## src/rtl/coprocessor_perf_count_multi_if.sv

```systemverilog
`default_nettype none
// ============================================================================
// Module      : coprocessor_perf_count_multi_if
// Description : Slave-transfer bus bundle for the multi-section perf counter.
// Revision    : 1.0 - initial release
// ============================================================================
interface coprocessor_perf_count_multi_if #(
    parameter int AW = 3
);
    logic [AW-1:0] address;
    logic          begintransfer;
    logic          write;
    logic          read;
    logic [31:0]   writedata;
    logic [31:0]   readdata;

    modport master (
        output address, begintransfer, write, read, writedata,
        input  readdata
    );

    modport slave (
        input  address, begintransfer, write, read, writedata,
        output readdata
    );
endinterface
`default_nettype wire

```

## src/rtl/coprocessor_perf_count_multi.sv

```systemverilog
`default_nettype none
// ============================================================================
// Module      : coprocessor_perf_count_multi
// Description : Multi-section time/event performance counters with snapshots.
// Revision    : 1.0 - initial release
// ============================================================================
module coprocessor_perf_count_multi #(
    parameter int NUM_SECTIONS = 2,
    parameter int TIME_WIDTH   = 64,
    parameter int EVENT_WIDTH  = 32,
    parameter int SATURATE     = 0
) (
    input  wire logic                  clk,
    input  wire logic                  reset,
    coprocessor_perf_count_multi_if.slave bus
);
    localparam int AW     = ($clog2(4 * NUM_SECTIONS) > 2) ? $clog2(4 * NUM_SECTIONS) : 2;
    localparam int SNAP_W = TIME_WIDTH - 32;

    logic                          w_wr_strobe;
    logic                          w_rd_strobe;
    logic [31:0]                   w_addr_ext;
    logic [31:0]                   w_sec_idx;
    logic [1:0]                    w_off;
    logic [NUM_SECTIONS-1:0]       w_stop;
    logic [NUM_SECTIONS-1:0]       w_go;
    logic [NUM_SECTIONS-1:0]       w_run;
    logic [NUM_SECTIONS-1:0][31:0] w_sec_rd;
    logic                          w_global_clear;
    logic                          w_global_enable;
    logic [31:0]                   w_rd_mux;
    logic [31:0]                   r_readdata;
    logic                          w_unused;

    assign w_wr_strobe     = bus.write & bus.begintransfer;
    assign w_rd_strobe     = bus.read  & bus.begintransfer;
    assign w_addr_ext      = {{(32-AW){1'b0}}, bus.address};
    assign w_sec_idx       = w_addr_ext >> 2;
    assign w_off           = bus.address[1:0];
    assign w_global_clear  = w_stop[0] & bus.writedata[0];
    // Section 0 gates every section's counting, including on its own go cycle.
    assign w_global_enable = w_run[0] | w_go[0];
    assign w_unused        = &{1'b0, bus.writedata[31:3]};

    generate
        for (genvar k = 0; k < NUM_SECTIONS; k++) begin : g_sec
            logic                   w_hit;
            logic                   w_clrov;
            logic                   w_snap_load;
            logic                   w_tinc;
            logic                   w_einc;
            logic [31:0]            w_rd_word;
            logic                   r_run;
            logic                   r_tovf;
            logic                   r_eovf;
            logic [TIME_WIDTH-1:0]  r_time;
            logic [EVENT_WIDTH-1:0] r_event;
            logic [SNAP_W-1:0]      r_snap;

            assign w_hit       = (w_sec_idx == 32'(k));
            assign w_stop[k]   = w_wr_strobe & w_hit & (w_off == 2'd0);
            assign w_go[k]     = w_wr_strobe & w_hit & (w_off == 2'd1);
            assign w_clrov     = w_wr_strobe & w_hit & (w_off == 2'd3);
            assign w_snap_load = w_rd_strobe & w_hit & (w_off == 2'd0);
            assign w_tinc      = r_run & w_global_enable;
            assign w_einc      = w_go[k] & w_global_enable;
            assign w_run[k]    = r_run;

            // Overflow sets are written after clears so a same-cycle set wins.
            always_ff @(posedge clk) begin
                if (reset || w_global_clear) begin
                    r_run   <= 1'b0;
                    r_tovf  <= 1'b0;
                    r_eovf  <= 1'b0;
                    r_time  <= '0;
                    r_event <= '0;
                    r_snap  <= '0;
                end else begin
                    if (w_stop[k]) begin
                        r_run <= 1'b0;
                    end else if (w_go[k]) begin
                        r_run <= 1'b1;
                    end
                    if (w_clrov && bus.writedata[1]) begin
                        r_tovf <= 1'b0;
                    end
                    if (w_clrov && bus.writedata[2]) begin
                        r_eovf <= 1'b0;
                    end
                    if (w_tinc) begin
                        if (&r_time) begin
                            r_tovf <= 1'b1;
                            if (SATURATE == 0) begin
                                r_time <= '0;
                            end
                        end else begin
                            r_time <= r_time + TIME_WIDTH'(1);
                        end
                    end
                    if (w_einc) begin
                        if (&r_event) begin
                            r_eovf <= 1'b1;
                            if (SATURATE == 0) begin
                                r_event <= '0;
                            end
                        end else begin
                            r_event <= r_event + EVENT_WIDTH'(1);
                        end
                    end
                    if (w_snap_load) begin
                        r_snap <= r_time[TIME_WIDTH-1:32];
                    end
                end
            end

            always_comb begin
                w_rd_word = '0;
                if (w_hit) begin
                    case (w_off)
                        2'd0:    w_rd_word = r_time[31:0];
                        2'd1:    w_rd_word = 32'(r_snap);
                        2'd2:    w_rd_word = 32'(r_event);
                        default: w_rd_word = {29'b0, r_eovf, r_tovf, r_run};
                    endcase
                end
            end

            assign w_sec_rd[k] = w_rd_word;
        end
    endgenerate

    // Unmapped sections never hit, so the OR of all sections yields 0 for them.
    always_comb begin
        w_rd_mux = '0;
        for (int i = 0; i < NUM_SECTIONS; i++) begin
            w_rd_mux = w_rd_mux | w_sec_rd[i];
        end
    end

    always_ff @(posedge clk) begin
        if (reset) begin
            r_readdata <= '0;
        end else begin
            r_readdata <= w_rd_mux;
        end
    end

    assign bus.readdata = r_readdata;
endmodule
`default_nettype wire

```

## src/flat_wrapper.sv

```systemverilog
// flat-port wrapper written by rule: the top's interface ports become plain ports
module coprocessor_perf_count_multi_flat 
#(
    parameter int NUM_SECTIONS = 2,
    parameter int TIME_WIDTH   = 64,
    parameter int EVENT_WIDTH  = 32,
    parameter int SATURATE     = 0
)
  (clk, reset, bus_address, bus_begintransfer, bus_write, bus_read, bus_writedata, bus_readdata);
  coprocessor_perf_count_multi_if #(.AW(3)) bus_i ();
  input  wire logic clk;
  input  wire logic reset;
  input wire logic [$bits(bus_i.address)-1:0] bus_address;
  input wire logic [$bits(bus_i.begintransfer)-1:0] bus_begintransfer;
  input wire logic [$bits(bus_i.write)-1:0] bus_write;
  input wire logic [$bits(bus_i.read)-1:0] bus_read;
  input wire logic [$bits(bus_i.writedata)-1:0] bus_writedata;
  output wire logic [$bits(bus_i.readdata)-1:0] bus_readdata;
  assign bus_i.address = bus_address;
  assign bus_i.begintransfer = bus_begintransfer;
  assign bus_i.write = bus_write;
  assign bus_i.read = bus_read;
  assign bus_i.writedata = bus_writedata;
  assign bus_readdata = bus_i.readdata;
  coprocessor_perf_count_multi #(.NUM_SECTIONS(NUM_SECTIONS), .TIME_WIDTH(TIME_WIDTH), .EVENT_WIDTH(EVENT_WIDTH), .SATURATE(SATURATE)) u_core (.clk(clk), .reset(reset), .bus(bus_i));
endmodule
```

## config.mk

```make
export PLATFORM = sky130hd
export DESIGN_NAME = coprocessor_perf_count_multi_flat
export DESIGN_NICKNAME = d
export VERILOG_FILES = /design/src/rtl/coprocessor_perf_count_multi_if.sv /design/src/rtl/coprocessor_perf_count_multi.sv /design/src/flat_wrapper.sv
export SDC_FILE = /design/constraint.sdc
export NUM_CORES = 1
export LEC_CHECK = 0
export CAP_MARGIN = 10
export CORE_AREA = 2 2 219 221
export DETAILED_ROUTE_END_ITERATION = 8
export DIE_AREA = 0 0 221 223
export GPL_TIMING_DRIVEN = 0
export PLACE_DENSITY_LB_ADDON = 0.1
export SKIP_LAST_GASP = 1
export SLEW_MARGIN = 15
export SYNTH_ARGS = -nofsm -noshare
export SYNTH_HDL_FRONTEND = slang
export SYNTH_SLANG_ARGS = --single-unit
```

## constraint.sdc

```tcl
create_clock -name clk -period 2.8 [get_ports clk]
set_input_delay 0.84 -clock clk [delete_from_list [all_inputs] [get_ports clk]]
set_output_delay 0.84 -clock clk [all_outputs]
set_load 0.005 [all_outputs]
```

==> flow_metrics.tcl <==
set metrics [dict create \
    worst_clock_skew_ns 0.0307 \
    vdd_ir_max_mv 0.519 \
    rsz0062_at_grt "false" \
    hold-path-cell-count 2 \
    vias 12700 \
    hp-start "u_core.g_sec[0].r_snap[26]" \
    regToRegEndpoint "u_core.g_sec[0].r_time[49]" \
    cts.htree.levels 2 \
    powerDensity_nw_per_um2 561 \
    start_util_pct 29.7 \
    timing.critical_path.cells "clkdlybuf4s50_1 > clkbuf_4 > clkbuf_1 > mux2i_1 > o21ai_0 > and3_1" \
    cpMaxStageDelayCell "sky130_fd_sc_hd__o21ai_0" \
    main_area_contributors_after_synthesis "sky130_fd_sc_hd__dfxtp_1 42%, sky130_fd_sc_hd__a21oi_1 6.1%, sky130_fd_sc_hd__nand2_1 6.0%" \
    yosys.cell_types.count 52 \
    area_of_all_sequential_standard_cells_sq_um 5890 \
    critical_path_peak_fanout 10 \
    fin_crit_ns 2.80 \
    stdcell_area_sq_um 16600 \
    route.final.wire_length_um 49500 \
    crit_start "bus_address[0]" \
    worst-r2r-cell-count 6 \
    finalMaxSlewViolations 0 \
    startpoint_type "primary input" \
    rows 80 \
    number_of_buffers_and_inverters_on_the_critical_path 3 \
    syn_inst 1713 \
    post_synthesis_sequential_area_ratio_pct 42.1 \
    max_freq_mhz 358 \
    io_buffer_count 40 \
    die_area_sq_um 49300 \
    clock_transition_at_path_regs_ns 0.06 \
    syn_nets 1757 \
    dr.first_iter.drc_count 986 \
    cap_viol_max_count 0 \
    hold_class "reg2reg" \
    path_delay_family "buffers and inverters" \
    setup_viol_count_final 0 \
    dp_worst_setup_slack_ns -1.76 \
    critical_path.endpoint_type "register" \
    synth-async-reset-ratio_pct 0 \
    cts_root_buf "sky130_fd_sc_hd__clkbuf_16" \
    timing.critical_path.arrival_ns 3.30 \
    postSynth.topFlopCell "sky130_fd_sc_hd__dfxtp_1" \
    core_area_sq_um 47100 \
    vias_per_cell 5.23 \
    clk_latency_ns 0.56 \
    boundaryPins 72 \
    hold_violations 0 \
    layout.filler_cells 4938 \
    globalRouteOverflowTotal 0 \
    actual_transition_at_the_worst_max_transition_pin_ns 1.10 \
    synth-edff-count 0 \
    drt-pass1-iter-count 5 \
    syn_avg_cell_area_sq_um 8.16 \
    largest_area_contributor_in_the_netlist "sky130_fd_sc_hd__dfxtp_1" \
    yosys_warnings 0 \
    hold_end "u_core.g_sec[0].r_snap[26]" \
    remaining_drc_errors 0 \
    post_synth_instance_area_sq_um 14000 \
    grt_pass1_wl_um 74900 \
    grt_antenna_before_repair 0 \
    grt_usage_pct 19.7 \
    yosys_register_bits 294 \
    grt_max_degree 15 \
    slew-limit-headroom_pct 25.9 \
    multiInputGateArea_sq_um 7780 \
    dpl.hpwl_um 37400 \
    antennaDiodeCount 0 \
    number_of_global_route_vias_before_repair 11800 \
    timing.final.ws_setup_ns 0.00353 \
    routedWlPerCell_um 20.3 \
    timing.setup.tns_ns 0 \
    layout_worst_path_cycle_share_pct 99.9 \
    launch_point_of_the_worst_reg_to_reg_path "u_core.g_sec[0].r_run" \
    critical_path_required_ns 3.30 \
    fp.dieW_um 221 \
    nNetsFinal 1840 \
    dpl_cell_area_sq_um 15200 \
    buffer_depth_of_the_longest_clock_path 3 \
    netlist.area_leader.share_pct 42.1 \
    place_congestion 0.993 \
    cts_num_sinks 294 \
    worst_path_largest_cell_delay_ns 0.64 \
    detail-route-antenna-nets 0 \
    tritoncts_clock_tree "built" \
    rrSetupSlack_ns 0.15 \
    critical_path_class "in2reg" \
    total_leakage_power_nw 5.51 \
    die-height_um 223 \
    cts_made_buffers 36 \
    final_layout_size_suffix_gt1_share_pct 8.18 \
    area_delta_synth_final_pct 18.6 \
    status "complete, no violations" \
]
==> per-layer routing <==
| layer | up-vias | part of all wire (%) | GRT usage, % |
|---|---|---|---|
| li1 | 6306 | - | - |
| met1 | 6105 | 50 | 28.3 |
| met2 | 235 | 43 | 29.7 |
| met3 | 85 | 3.3 | 2.77 |
| met4 | 0 | 4.0 | 7.86 |
| met5 | - | 0 | 0 |
==> synth_stat cells (all sizes together) (2+ instances only) <==
| cell type | n |
|---|---|
| o21ai | 88 |
| or4 | 26 |
| and4b | 2 |
| or3 | 47 |
| mux2i | 62 |
| o31ai | 24 |
| o211ai | 26 |
| and3b | 2 |
| and2 | 17 |
| ha | 4 |
| or2 | 2 |
| nand3 | 80 |
| mux4 | 6 |
| clkbuf | 83 |
| and4 | 23 |
| nand2b | 4 |
| buf | 17 |
| nor2 | 153 |
| o21ba | 2 |
| inv | 19 |
| a21oi | 172 |
| nor2b | 4 |
| nand3b | 2 |
| nand4 | 96 |
| xnor2 | 32 |
| nor4 | 17 |
| a31o | 2 |
| nand2 | 225 |
| o21a | 5 |
| nor3 | 21 |
| o311ai | 2 |
| dfxtp | 294 |
| a21o | 2 |
| xor2 | 83 |
| and3 | 63 |
==> kinds of logic (layout without fill, tap and decap cells) <==
family                     after synthesis  after routing  synth area share (%)
and+or+nand+nor                        785            785                  28.6
AOI/OAI and AO/OA                      328            328                  13.1
DFF                                    294            294                  42.1
buffers and inverters                  119            227                  3.30
xor gates and xnor gates               115            115                  7.20
muxes                                   68             68                  5.40
adders and majority gates                4              4                 0.358
==> worst max-delay path by stage <==
stage	end	slack, ns	cells past startpoint
floorplan	u_core.g_sec[1].r_event[28]	0.22	6
global placement	u_core.bus.readdata[22]	-1.72	7
detailed placement	u_core.g_sec[1].r_time[35]	-1.76	7
CTS	u_core.g_sec[1].r_snap[14]	-0.15	8
global route	u_core.g_sec[1].r_time[27]	0.001	8
finish	u_core.bus.readdata[23]	0.004	6
==> worst min-delay path: cells and delay by family, from the launching register on <==
kind             cells  cell delay (ns)
AND/OR/NAND/NOR      1             0.05
flip-flops           1             0.31
AO/OA/AOI/OAI        1             0.05
==> sequential cells by signal (all words and copies together), names as in the netlist <==
register	flops
u_core.bus.readdata	32
u_core.g_sec.r_event	64
u_core.g_sec.r_tovf	2
u_core.g_sec.r_eovf	2
u_core.g_sec.r_snap	64
u_core.g_sec.r_time	128
u_core.g_sec.r_run	2
==> cell usage in the layout, fill, tap and decap left out, drive strengths merged, types with 8 or more instances in the layout <==
master	instances
dfxtp	294
nand2	225
a21oi	172
nor2	153
clkbuf	132
nand4	96
o21ai	88
xor2	83
nand3	80
and3	63
mux2i	62
or3	47
clkdlybuf4s50	39
xnor2	32
o211ai	26
or4	26
o31ai	24
and4	23
buf	22
nor3	21
inv	20
and2	17
nor4	17
clkinv	8
==> power breakdown <==
part           leakage (nW)  internal [mW]  switching (mW)
Sequential             2.37           4.20         0.00739
Combinational          2.57          0.121           0.273
Clock                 0.567           2.71            1.99
Total                  5.51           7.03            2.27
==> repair_timing <==
item	CTS	global route
gates resized for setup	45	45
endpoints found under the setup margin	289	223
hold buffers	0	0
buffers inserted	4	3
pin swaps	3	2
==> layout make-up <==
cell class,count,share of cell area (%)
clock inverters,14,0.792
multi-input cells,1300,46.9
inverters,19,0.430
well taps,615,4.64
flip-flops and latches,294,35.5
plain buffers,98,2.66
clock buffers,49,6.27
repair buffers,47,2.82
==> per-stage QoR <==
step	cells	total power, mW	hold slack, ns	util [%]
6_report	2436	9.30	0.456	35.2
5_1_grt	2436	9.58	0.476	35.2
4_1_cts	2434	9.41	0.457	35.0
3_5_place_dp	2368	4.67	0.448	32.1
3_3_place_gp	2368	4.67	0.443	32.1
2_1_floorplan	1713	4.49	0.433	-
No activity file was read; power rests on OpenSTA's default activity.
